### config.mk
export PLATFORM = sky130hd
export DESIGN_NAME = serial_addsub_ctrl_flat
export DESIGN_NICKNAME = d
export VERILOG_FILES = /design/src/rtl/serial_alu_defs.sv /design/src/rtl/serial_addsub_ctrl_if.sv /design/src/rtl/serial_addsub_ctrl_add_sub.sv /design/src/rtl/serial_addsub_ctrl.sv /design/src/flat_wrapper.sv
export SDC_FILE = /design/constraint.sdc
export NUM_CORES = 1
export LEC_CHECK = 0
export BUFFER_PORTS_ARGS = -buffer_cell sky130_fd_sc_hd__buf_4
export CAP_MARGIN = 20
export CORE_MARGIN = 2
export CORE_UTILIZATION = 55
export DETAILED_ROUTE_END_ITERATION = 8
export PLACE_DENSITY = 0.78
export SYNTH_ARGS = -nofsm -noshare
export SYNTH_HDL_FRONTEND = slang
export SYNTH_SLANG_ARGS = --single-unit
### constraint.sdc
create_clock -name clk -period 3.24 [get_ports clk]
set_input_delay 0 -clock clk [delete_from_list [all_inputs] [get_ports clk]]
set_output_delay 0 -clock clk [all_outputs]
set_load 0.01 [all_outputs]
### src/rtl/serial_alu_defs.sv
// Shared definitions for the bit-serial ALU path: opcode values and sequencer state encoding.
package serial_alu_defs;

  localparam logic OP_ADD = 1'b0;
  localparam logic OP_SUB = 1'b1;

  // 2'd3 is unused; the sequencer treats it as a fault and returns to idle
  typedef enum logic [1:0] {
    S_IDLE = 2'd0,
    S_RUN  = 2'd1,
    S_DONE = 2'd2
  } state_e;

endpackage

### src/rtl/serial_addsub_ctrl_if.sv
// Request/response bundle between the ALU op decoder (master) and the serial add/sub sequencer (slave).
interface serial_addsub_ctrl_if #(
  parameter int WIDTH = 32
);
  logic             start;
  logic             op;
  logic [WIDTH-1:0] a;
  logic [WIDTH-1:0] b;
  logic             ready;
  logic             busy;
  logic             done;
  logic [WIDTH-1:0] result;
  logic             carryout;
  logic             overflow;
  logic             zero;

  modport master (
    output start, op, a, b,
    input  ready, busy, done, result, carryout, overflow, zero
  );

  modport slave (
    input  start, op, a, b,
    output ready, busy, done, result, carryout, overflow, zero
  );
endinterface

### src/rtl/serial_addsub_ctrl_add_sub.sv
// Shared 1-bit add/sub full-adder cell; subtraction is handled upstream by inverting B and seeding carry.
module add_sub (
  output logic sum,
  output logic carryout,
  input  logic A,
  input  logic B,
  input  logic carryin
);
  assign sum      = A ^ B ^ carryin;
  assign carryout = (A & B) | (carryin & (A ^ B));
endmodule

### src/rtl/serial_addsub_ctrl.sv
// Bit-serial WIDTH-bit add/subtract sequencer: one bit per cycle, LSB first, through a single add_sub cell.
module serial_addsub_ctrl
  import serial_alu_defs::*;
#(
  parameter int WIDTH = 32
) (
  input logic                 clk,
  input logic                 reset,
  serial_addsub_ctrl_if.slave bus
);
  localparam int CW = $clog2(WIDTH);

  state_e           state_q;
  logic             ready_q, busy_q, done_q;
  logic [WIDTH-1:0] a_q, b_q, res_q;
  logic [CW-1:0]    cnt_q;
  logic             cin_q, cmsb_q, co_q, ov_q;
  logic             cell_sum, cell_co;

  add_sub u_cell (cell_sum, cell_co, a_q[0], b_q[0], cin_q);

  always_ff @(posedge clk or posedge reset) begin
    if (reset) begin
      state_q <= S_IDLE;
      ready_q <= 1'b1;
      busy_q  <= 1'b0;
      done_q  <= 1'b0;
      a_q     <= '0;
      b_q     <= '0;
      res_q   <= '0;
      cnt_q   <= '0;
      cin_q   <= 1'b0;
      cmsb_q  <= 1'b0;
      co_q    <= 1'b0;
      ov_q    <= 1'b0;
    end else begin
      case (state_q)
        S_IDLE: begin
          if (bus.start) begin
            // subtract as a + ~b + 1: invert B here, the +1 rides in on the first carry
            a_q     <= bus.a;
            b_q     <= (bus.op == OP_SUB) ? ~bus.b : bus.b;
            cin_q   <= bus.op;
            cnt_q   <= '0;
            state_q <= S_RUN;
            ready_q <= 1'b0;
            busy_q  <= 1'b1;
          end
        end
        S_RUN: begin
          a_q   <= a_q >> 1;
          b_q   <= b_q >> 1;
          res_q <= {cell_sum, res_q[WIDTH-1:1]};
          cin_q <= cell_co;
          cnt_q <= cnt_q + CW'(1);
          if (cnt_q == CW'(WIDTH - 2)) cmsb_q <= cell_co;
          if (cnt_q == CW'(WIDTH - 1)) begin
            co_q    <= cell_co;
            ov_q    <= cmsb_q ^ cell_co;
            state_q <= S_DONE;
            busy_q  <= 1'b0;
            done_q  <= 1'b1;
          end
        end
        S_DONE: begin
          state_q <= S_IDLE;
          done_q  <= 1'b0;
          ready_q <= 1'b1;
        end
        default: begin
          state_q <= S_IDLE;
          ready_q <= 1'b1;
          busy_q  <= 1'b0;
          done_q  <= 1'b0;
        end
      endcase
    end
  end

  assign bus.ready    = ready_q;
  assign bus.busy     = busy_q;
  assign bus.done     = done_q;
  assign bus.result   = res_q;
  assign bus.carryout = co_q;
  assign bus.overflow = ov_q;
  assign bus.zero     = (res_q == '0);
endmodule
### src/flat_wrapper.sv
// flat-port wrapper written by rule: the top's interface ports become plain ports
module serial_addsub_ctrl_flat import serial_alu_defs::*;
#(
  parameter int WIDTH = 32
)
  (clk, reset, bus_start, bus_op, bus_a, bus_b, bus_ready, bus_busy, bus_done, bus_result, bus_carryout, bus_overflow, bus_zero);
  serial_addsub_ctrl_if #(.WIDTH(WIDTH)) bus_i ();
  input logic clk;
  input logic reset;
  input wire logic [$bits(bus_i.start)-1:0] bus_start;
  input wire logic [$bits(bus_i.op)-1:0] bus_op;
  input wire logic [$bits(bus_i.a)-1:0] bus_a;
  input wire logic [$bits(bus_i.b)-1:0] bus_b;
  output wire logic [$bits(bus_i.ready)-1:0] bus_ready;
  output wire logic [$bits(bus_i.busy)-1:0] bus_busy;
  output wire logic [$bits(bus_i.done)-1:0] bus_done;
  output wire logic [$bits(bus_i.result)-1:0] bus_result;
  output wire logic [$bits(bus_i.carryout)-1:0] bus_carryout;
  output wire logic [$bits(bus_i.overflow)-1:0] bus_overflow;
  output wire logic [$bits(bus_i.zero)-1:0] bus_zero;
  assign bus_i.start = bus_start;
  assign bus_i.op = bus_op;
  assign bus_i.a = bus_a;
  assign bus_i.b = bus_b;
  assign bus_ready = bus_i.ready;
  assign bus_busy = bus_i.busy;
  assign bus_done = bus_i.done;
  assign bus_result = bus_i.result;
  assign bus_carryout = bus_i.carryout;
  assign bus_overflow = bus_i.overflow;
  assign bus_zero = bus_i.zero;
  serial_addsub_ctrl #(.WIDTH(WIDTH)) u_core (.clk(clk), .reset(reset), .bus(bus_i));
endmodule
==> results of run 1 <==
==> metrics by stage <==
stage	total power, uW	area [um2]	hold WS [ps]	worst slack (ps)	std cells
after global placement	3810	6040	178	1140	729
after floorplan	3310	5270	161	339	528
final	4700	6890	246	1050	812
after global routing	5050	6890	276	897	812
after detailed placement	3900	6040	185	1060	729
after CTS	4700	6870	207	1060	811
==> power breakdown <==
part	total [uW]	switching (uW)	internal (uW)	leakage, uW
combinational	1640	799	844	0.00166
sequential	2310	414	1900	0.00141
clock	739	458	281	0.0000755
==> per-layer routing <==
metal  vias to the layer above  track usage  share of wire
li1                       2095            -              -
met1                      2141        0.345           0.42
met2                       131        0.421           0.51
met3                        16       0.0458          0.047
met4                         0       0.0841          0.016
met5                         -            0              0
==> cells in the final DEF (no fill, tap or decap), drive strengths merged, types with 5 or more instances in the layout <==
| cell | Yosys | final |
|---|---|---|
| xnor2 | 33 | 33 |
| o21ai | 39 | 39 |
| a22oi | 32 | 32 |
| nand2 | 198 | 198 |
| nor4 | 8 | 8 |
| dfrtp | 109 | 109 |
| clkbuf | 5 | 11 |
| dlygate4sd3 | 0 | 66 |
| buf | 36 | 114 |
| inv | 5 | 5 |
| o221ai | 31 | 31 |
==> registers in the layout, indices dropped and copies added (netlist names), 2 cells and up <==
signal             cells
u_core.b_q            32
u_core.a_q            32
u_core.cnt_q           5
u_core.state_q         2
u_core.bus.result     32
==> area by class of cell <==
class	instances	area [um2]	share of cell area
Sequential cell	110	2760	0.400
Multi-Input combinational cell	372	2250	0.326
Timing Repair Buffer	180	1540	0.223
Tap cell	129	161	0.0234
Clock buffer	11	131	0.0191
Clock inverter	5	36.3	0.00526
Inverter	5	21.3	0.00309
==> worst max-delay path: stages (launching register included) <==
cell and delay (ps):
dfrtp_2 590, buf_4 540, inv_1 210, nand2_4 460
o221ai_1 230
==> how the worst min path moves through the flow <==
stage                     startpoint              endpoint  slack [ps]  depth (start not counted)
final                         bus_op          u_core.cin_q         250                          3
after global routing          bus_op          u_core.cin_q         280                          3
after CTS                     bus_op          u_core.cin_q         210                          3
after detailed placement       reset  u_core.bus.result[4]         180                          2
after global placement         reset  u_core.bus.result[3]         180                          2
after floorplan            bus_start     u_core.state_q[0]         160                          2
==> kinds of logic after synthesis <==
group | share of synthesized area
simple gates | 0.173
fa+ha+maj | 0.0109
flops | 0.523
mux | 0.00428
xor+xnor | 0.0565
buf+inv | 0.0506
compound gates | 0.182
==> what timing repair did <==
action                                 CTS  global route
gates resized for setup                  0             0
hold buffers                            66             0
endpoints found under the hold margin  124             0
==> out/metrics.yaml, run 1 <==
min_path_type: "input pin to flip-flop"
cts.sinks: 110
power_density_nw_per_um2: 681
die_y_um: 102
grt_pass1_wl_mm: 20.8
r2r_cells: 4
die-area_um2: 10400
nNetsFinal: 750
hold_viol: 0
synth-edff-count: 0
maxCapViolations: 0
finalSetupViolations: 0
synth_top_area_cell: "dfrtp_1"
port_buffers: 105
yosysMostFrequentCell: "nand2_1"
numCtsBuffers: 9
root_buffer: "clkbuf_8"
track_usage: 0.255
fin_crit_sh: 0.674
ys_seq_area_frac: 0.523
dp_hpwl_mm: 7.34
rrSetupSlack_ps: 1050
antenna-diode-count: 0
avgSynthCellArea_um2: 9.98
cts_tree: "yes"
postCtsSetupBuffers: 0
drtIter0Drc: 187
htreeDepth: 3
max_freq_mhz: 458
routedWlPerCell_um: 15.2
max-slew-margin-rel: 0.506
drive_above_1_share: 0.246
cp-endpoint: "u_core.b_q[29]"
async_flop_share: 1.00
gp_congestion: 0.818
crit_arrival_ps: 2410
fin_tns_setup_ps: 0
yosysWarnings: 0
worstPathRequired_ps: 3460
synth_seq_cells: 110
critPathLaunchType: "flip-flop"
crit_path_end_kind: "flip-flop"
drtAntennaViolNets: 0
leakage_uw: 0.00314
tightest_slew_ps: 741
antenna_found_initial: 0
firstDrtPassIters: 5
r2r_start: "u_core.state_q[0]"
finClkSkew_ps: 11.3
vias: 4383
insertion_delay_ps: 370
die_x_um: 102
rr_endpoint: "u_core.b_q[29]"
netlist_area_um2: 5270
rows: 35
cts.clk_slew.worst_paths_ps: 110
status: "complete, no violations"
grt_max_degree: 62
core_um2: 9280
min_period_ps: 2190
syn-instance-count: 528
syn_nets: 600
crit_type: "flip-flop to flip-flop"
start_util: 0.567
yosys-top-cells-area: "dfrtp_1, nand2_1, o221ai_2"
drc: 0
io_pins: 106
crit_fanout: 53
syn_to_final_growth_pct: 30.9
synth_common_cells: "nand2_1, dfrtp_1, xnor2_1, a22oi_1, o221ai_2"
max-clock-path-buffers: 2
synth.top_cell.area_share: 0.518
yosysUniqueCellTypes: 36
postLayoutCoreUtil: 0.742
finalMaxSlewViolations: 0
grt_remaining_overflow: 0
peakVddDrop_uv: 341
synth_ff_type: "dfrtp_1"
rsz0062_at_grt: "false"
grt_pass1_vias: 4321
drt-total-wl_mm: 12.3
startpoint: "u_core.state_q[0]"
viasPerCell: 5.40
filler_cell_count: 658
No activity file was read; power rests on OpenSTA's default activity.
==> run 2, diff against run 1 <==
Settings changed: ABC_AREA set to 1.
Clock period 3.24 ns to 2.2 ns, I/O delays scaled along.
==> run 2 against run 1 <==
Against the previous run:
- clock-buffer cell count is 1 lower
- critical path depth up 1
- largest cell class unchanged
- total power up 68%
==> out/metrics.yaml, run 2 <==
insertion_delay_ps: 360
dp_hpwl_mm: 7.37
max-clock-path-buffers: 2
yosys-top-cells-area: "dfrtp_1, nand2_1, nand3_1"
die_y_um: 100
viasPerCell: 5.33
combPwrFrac: 0.398
crit_fanout: 66
leakage_uw: 0.00348
drtIter0Drc: 343
netlist_area_um2: 5110
yosys.area_share.simple: 0.330
core_um2: 9110
finalMaxSlewViolations: 0
worstPathRequired_ps: 2460
drive_above_1_share: 0.178
die-area_um2: 10100
firstDrtPassIters: 5
htreeDepth: 3
track_usage: 0.258
avgSynthCellArea_um2: 8.24
crit_arrival_ps: 1970
crit_slowest_cell: "buf_4"
mostFrequentLayoutCell: "nand2_1"
cts.sinks: 110
crit_path_end_kind: "flip-flop"
power_density_nw_per_um2: 1150
syn_to_final_growth_pct: 34.3
fin_tns_setup_ps: 0
max-slew-margin-rel: 0.542
synth.area.mux_share: 0
power_switching_uw: 3100
synth-edff-count: 0
synth.top_cell.area_share: 0.534
synth_top_family_by_area: "simple AND/OR/NAND/NOR gates"
rrSetupSlack_ps: 490
crit_type: "flip-flop to flip-flop"
pwr-share-clk: 0.156
syn-instance-count: 620
async_flop_share: 1.00
critPathLaunchType: "flip-flop"
cts_tree: "yes"
finClkSkew_ps: 16.0
swShare: 0.394
numCtsBuffers: 9
synthAdderAreaFrac: 0.0113
synth_compound_area_frac: 0.0157
yosys.area_share.xor_xnor: 0.0566
tightest_slew_ps: 686
die_x_um: 100
finalSetupViolations: 0
grt_pass1_vias: 4492
cts_resized: 0
finalWorstSetupSlack_ps: 489
synth_common_cells: "nand2_1, nand3_1, dfrtp_1, xor2_1, nor2_1"
antenna-diode-count: 0
drt-total-wl_mm: 12.6
drc: 0
yosysUniqueCellTypes: 20
grt_remaining_overflow: 0
nNetsFinal: 844
grt_pass1_wl_mm: 20.9
filler_cell_count: 651
grt_max_degree: 67
start_util: 0.561
peakVddDrop_uv: 577
cts.clk_slew.worst_paths_ps: 110
synth_top_area_cell: "dfrtp_1"
internal-power_uw: 4760
ys_seq_area_frac: 0.539
most-common-layout-cells: "nand2_1, nand3_1, buf_4"
rows: 35
min_period_ps: 1710
synth_seq_cells: 110
vias: 4737
seqPwrFrac: 0.446
pre_cts_ws_ps: 527
port_buffers: 105
syn_nets: 692
post-place-cells: 807
finalNonFillerCells: 888
slowest_delay_ps: 560
gp_congestion: 0.790
status: "complete, no violations"
min_path_type: "input pin to flip-flop"
yosysMostFrequentCell: "nand2_1"
io_pins: 106
routedWlPerCell_um: 14.1
max_freq_mhz: 585
maxCapViolations: 0
yosysWarnings: 0
antenna_found_initial: 0
synth_ff_type: "dfrtp_1"
root_buffer: "clkbuf_8"
fin_crit_sh: 0.778
crit_chain: "inv_2 -> nand2_2 -> buf_4 -> nand2_1 -> o21ai_0"
drtAntennaViolNets: 0
hold_viol: 0
rsz0062_at_grt: "false"
run 2: cell type report:
class | instances | area [um2] | area share
well taps | 111 | 139 | 0.0202
inverters | 15 | 60.1 | 0.00875
multi-input cells | 456 | 2130 | 0.311
flip-flops and latches | 110 | 2750 | 0.401
clock buffers | 10 | 128 | 0.0186
repair buffers | 180 | 1580 | 0.230
clock inverters | 6 | 70.1 | 0.0102
run 2: final timing paths:
kind                              startpoint               endpoint  cells after the start
setup / recovery           u_core.state_q[1]        u_core.cnt_q[3]                      5
hold / removal                     bus_start         u_core.b_q[27]                      5
setup reg to reg           u_core.state_q[1]        u_core.cnt_q[3]                      5
hold reg to reg             u_core.bus.ready       u_core.bus.ready                      2
max in group asynchronous              reset  u_core.bus.result[13]                      4
min in group asynchronous              reset         u_core.b_q[25]                      3
run 2: what timing repair did:
action / in CTS / in global routing
hold buffers: 65 / 0
endpoints found under the hold margin: 91 / 0
setup buffers: 0 / 0
run 2: metrics by stage:
step           area [um2]  hold WS, ps  power (uW)  utilization
5_1_grt              6860          128        8480        0.753
6_report             6860          127        7870        0.753
3_3_place_gp         6010          131        6390        0.660
4_1_cts              6860          110        7840        0.753
3_5_place_dp         6010          138        6540        0.660
2_1_floorplan        5110          120        5390            -
run 2: worst max-delay path, delay by kind of cell, from the launching register on:
| kind | cells | cell delay (ps) |
|---|---|---|
| buf+inv | 2 | 650 |
| flops | 1 | 430 |
| simple gates | 2 | 320 |
| compound gates | 1 | 210 |
run 2: cell families after synthesis:
kind of cell | Yosys count
AO/OA/AOI/OAI | 15
XOR/XNOR | 33
adder cells (fa/ha/maj) | 4
buffers and inverters | 54
flip-flops | 110
AND/OR/NAND/NOR | 404
run 2: metal layers:
| layer | part of all wire | vias to the layer above | GRT usage |
|---|---|---|---|
| li1 | - | 2280 | - |
| met1 | 0.43 | 2266 | 0.345 |
| met2 | 0.51 | 173 | 0.438 |
| met3 | 0.047 | 18 | 0.0362 |
| met4 | 0.013 | 0 | 0.0801 |
| met5 | 0 | - | 0 |
run 2: power by group through the flow:
stage               registers [uW]  logic [uW]  clock network, uW
floorplan                     3490        1900                  0
global placement              3480        2920                  0
detailed placement            3500        3030                  0
CTS                           3480        3130               1230
global route                  3610        3550               1320
finish                        3510        3130               1230
==> run 3, diff against run 2 <==
Clock period 2.2 ns to 1.8 ns, I/O delays scaled along.
==> run 3 against run 2 <==
Against the previous run:
- register-to-register slack worse by 220 ps
- combinational power up 23%
- die area unchanged
- total power up 20%
- worst setup slack worse by 220 ps
- largest power group unchanged
- highest routed layer unchanged
==> out/metrics.yaml, run 3 (synthesized netlist as in run 2, its figures left out) <==
core_um2: 9110
power_density_nw_per_um2: 1390
postCtsSetupBuffers: 0
cts_resized: 0
routedWlPerCell_um: 14.1
peakVddDrop_uv: 680
hp-start: "bus_op"
die_x_um: 100
drive_above_1_share: 0.177
start_util: 0.561
finalWorstSetupSlack_ps: 272
finClkSkew_ps: 13.6
busiest_layer: "met2"
viasPerCell: 5.33
port_buffers: 105
mostFrequentLayoutCell: "nand2_1"
dp_hpwl_mm: 7.54
io_pins: 106
pre_cts_ws_ps: 306
drc: 0
max-slew-margin-rel: 0.608
crit_type: "flip-flop to flip-flop"
globalRouteMet1Util: 0.356
rows: 35
swShare: 0.398
grt_pass1_vias: 4494
cts.clk_slew.worst_paths_ps: 100
numCtsBuffers: 9
antenna-diode-count: 0
finalSetupViolations: 0
r2r_start: "u_core.cnt_q[1]"
max-clock-path-buffers: 2
internal-power_uw: 5700
track_usage: 0.256
maxCapViolations: 0
htreeDepth: 3
crit_fanout: 5
combPwrFrac: 0.405
seqPwrFrac: 0.450
rsz0062_at_grt: "false"
fin_crit_sh: 0.849
die-area_um2: 10100
power_switching_uw: 3770
finalMaxSlewViolations: 0
root_buffer: "clkbuf_8"
drt-total-wl_mm: 12.5
grt_pass1_wl_mm: 20.7
gp_congestion: 0.795
gr-usage-met3: 0.0432
antenna_found_initial: 0
min_period_ps: 1530
syn_to_final_growth_pct: 33.8
nNetsFinal: 844
tightest_slew_ps: 586
crit_arrival_ps: 1770
grt_max_degree: 73
grtUsageMet2: 0.418
cts_tree: "yes"
vias: 4728
crit_path_end_kind: "flip-flop"
hold-worst-slack_ps: 197
grt_remaining_overflow: 0
cts.sinks: 110
drtIter0Drc: 233
startpoint: "u_core.cnt_q[1]"
status: "complete, no violations"
fin_tns_setup_ps: 0
min_path_type: "input pin to flip-flop"
max_freq_mhz: 654
hold_viol: 0
critPathLaunchType: "flip-flop"
leakage_uw: 0.00346
ctsHoldBuffers: 65
most-common-layout-cells: "nand2_1, nand3_1, buf_4"
die_y_um: 100
drtAntennaViolNets: 0
insertion_delay_ps: 360
pwr-share-clk: 0.145
worstPathRequired_ps: 2040
firstDrtPassIters: 5
==> run 3: changes by cell type in the layout (fill, tap and decap cells not counted) <==
cell and delta:
clkbuf_8 +1, clkinv_2 -1, clkinv_4 -2, clkinvlp_4 +2, bufinv_16 -1
==> run 3: power by group through the flow <==
| stage | Sequential, uW | Clock [uW] | Combinational (uW) |
|---|---|---|---|
| 2_1_floorplan | 4270 | 0 | 2320 |
| 3_3_place_gp | 4250 | 0 | 3580 |
| 3_5_place_dp | 4280 | 0 | 3750 |
| 4_1_cts | 4240 | 1400 | 3880 |
| 5_1_grt | 4400 | 1510 | 4350 |
| 6_report | 4260 | 1370 | 3840 |
==> run 3: per-stage QoR <==
| step | cell area [um2] | power (uW) | util | cells |
|---|---|---|---|---|
| after global placement | 6010 | 7830 | 0.660 | 807 |
| after global routing | 6840 | 10300 | 0.751 | 887 |
| after floorplan | 5110 | 6590 | - | 620 |
| final | 6840 | 9480 | 0.751 | 887 |
| after detailed placement | 6010 | 8030 | 0.660 | 807 |
| after CTS | 6840 | 9520 | 0.751 | 887 |
==> run 3: worst paths after layout <==
path,to,slack (ps),depth (start not counted)
max,u_core.bus.overflow,270,9
max in group asynchronous,u_core.bus.ready,850,4
min reg2reg,u_core.b_q[28],500,2
max reg2reg,u_core.bus.overflow,270,9
min,u_core.cin_q,200,3
min in group asynchronous,u_core.bus.result[21],250,3
==> run 3: routing by layer <==
metal / share of wire / vias to the layer above / wire length (um)
met5: 0 / - / 0
met4: 0.019 / 0 / 238
met3: 0.052 / 25 / 657
met2: 0.50 / 155 / 6230
met1: 0.43 / 2270 / 5400
li1: - / 2278 / -
==> run 3: area by class of cell <==
| type | instances | area, um2 |
|---|---|---|
| Sequential cell | 110 | 2750 |
| Multi-Input combinational cell | 456 | 2130 |
| Clock inverter | 4 | 32.5 |
| Tap cell | 111 | 139 |
| Fill cell | 654 | 2270 |
| Clock buffer | 11 | 141 |
| Timing Repair Buffer | 180 | 1580 |
| Inverter | 15 | 60.1 |
==> run 3: worst max-delay path: stages, from the launching register on <==
cell,delay (ps)
dfrtp_1,430
ha_1,210
inv_1,70
nor2_1,110
ha_1,180
inv_1,60
nor2_1,120
inv_1,100
nand2_1,70
o21ai_0,70
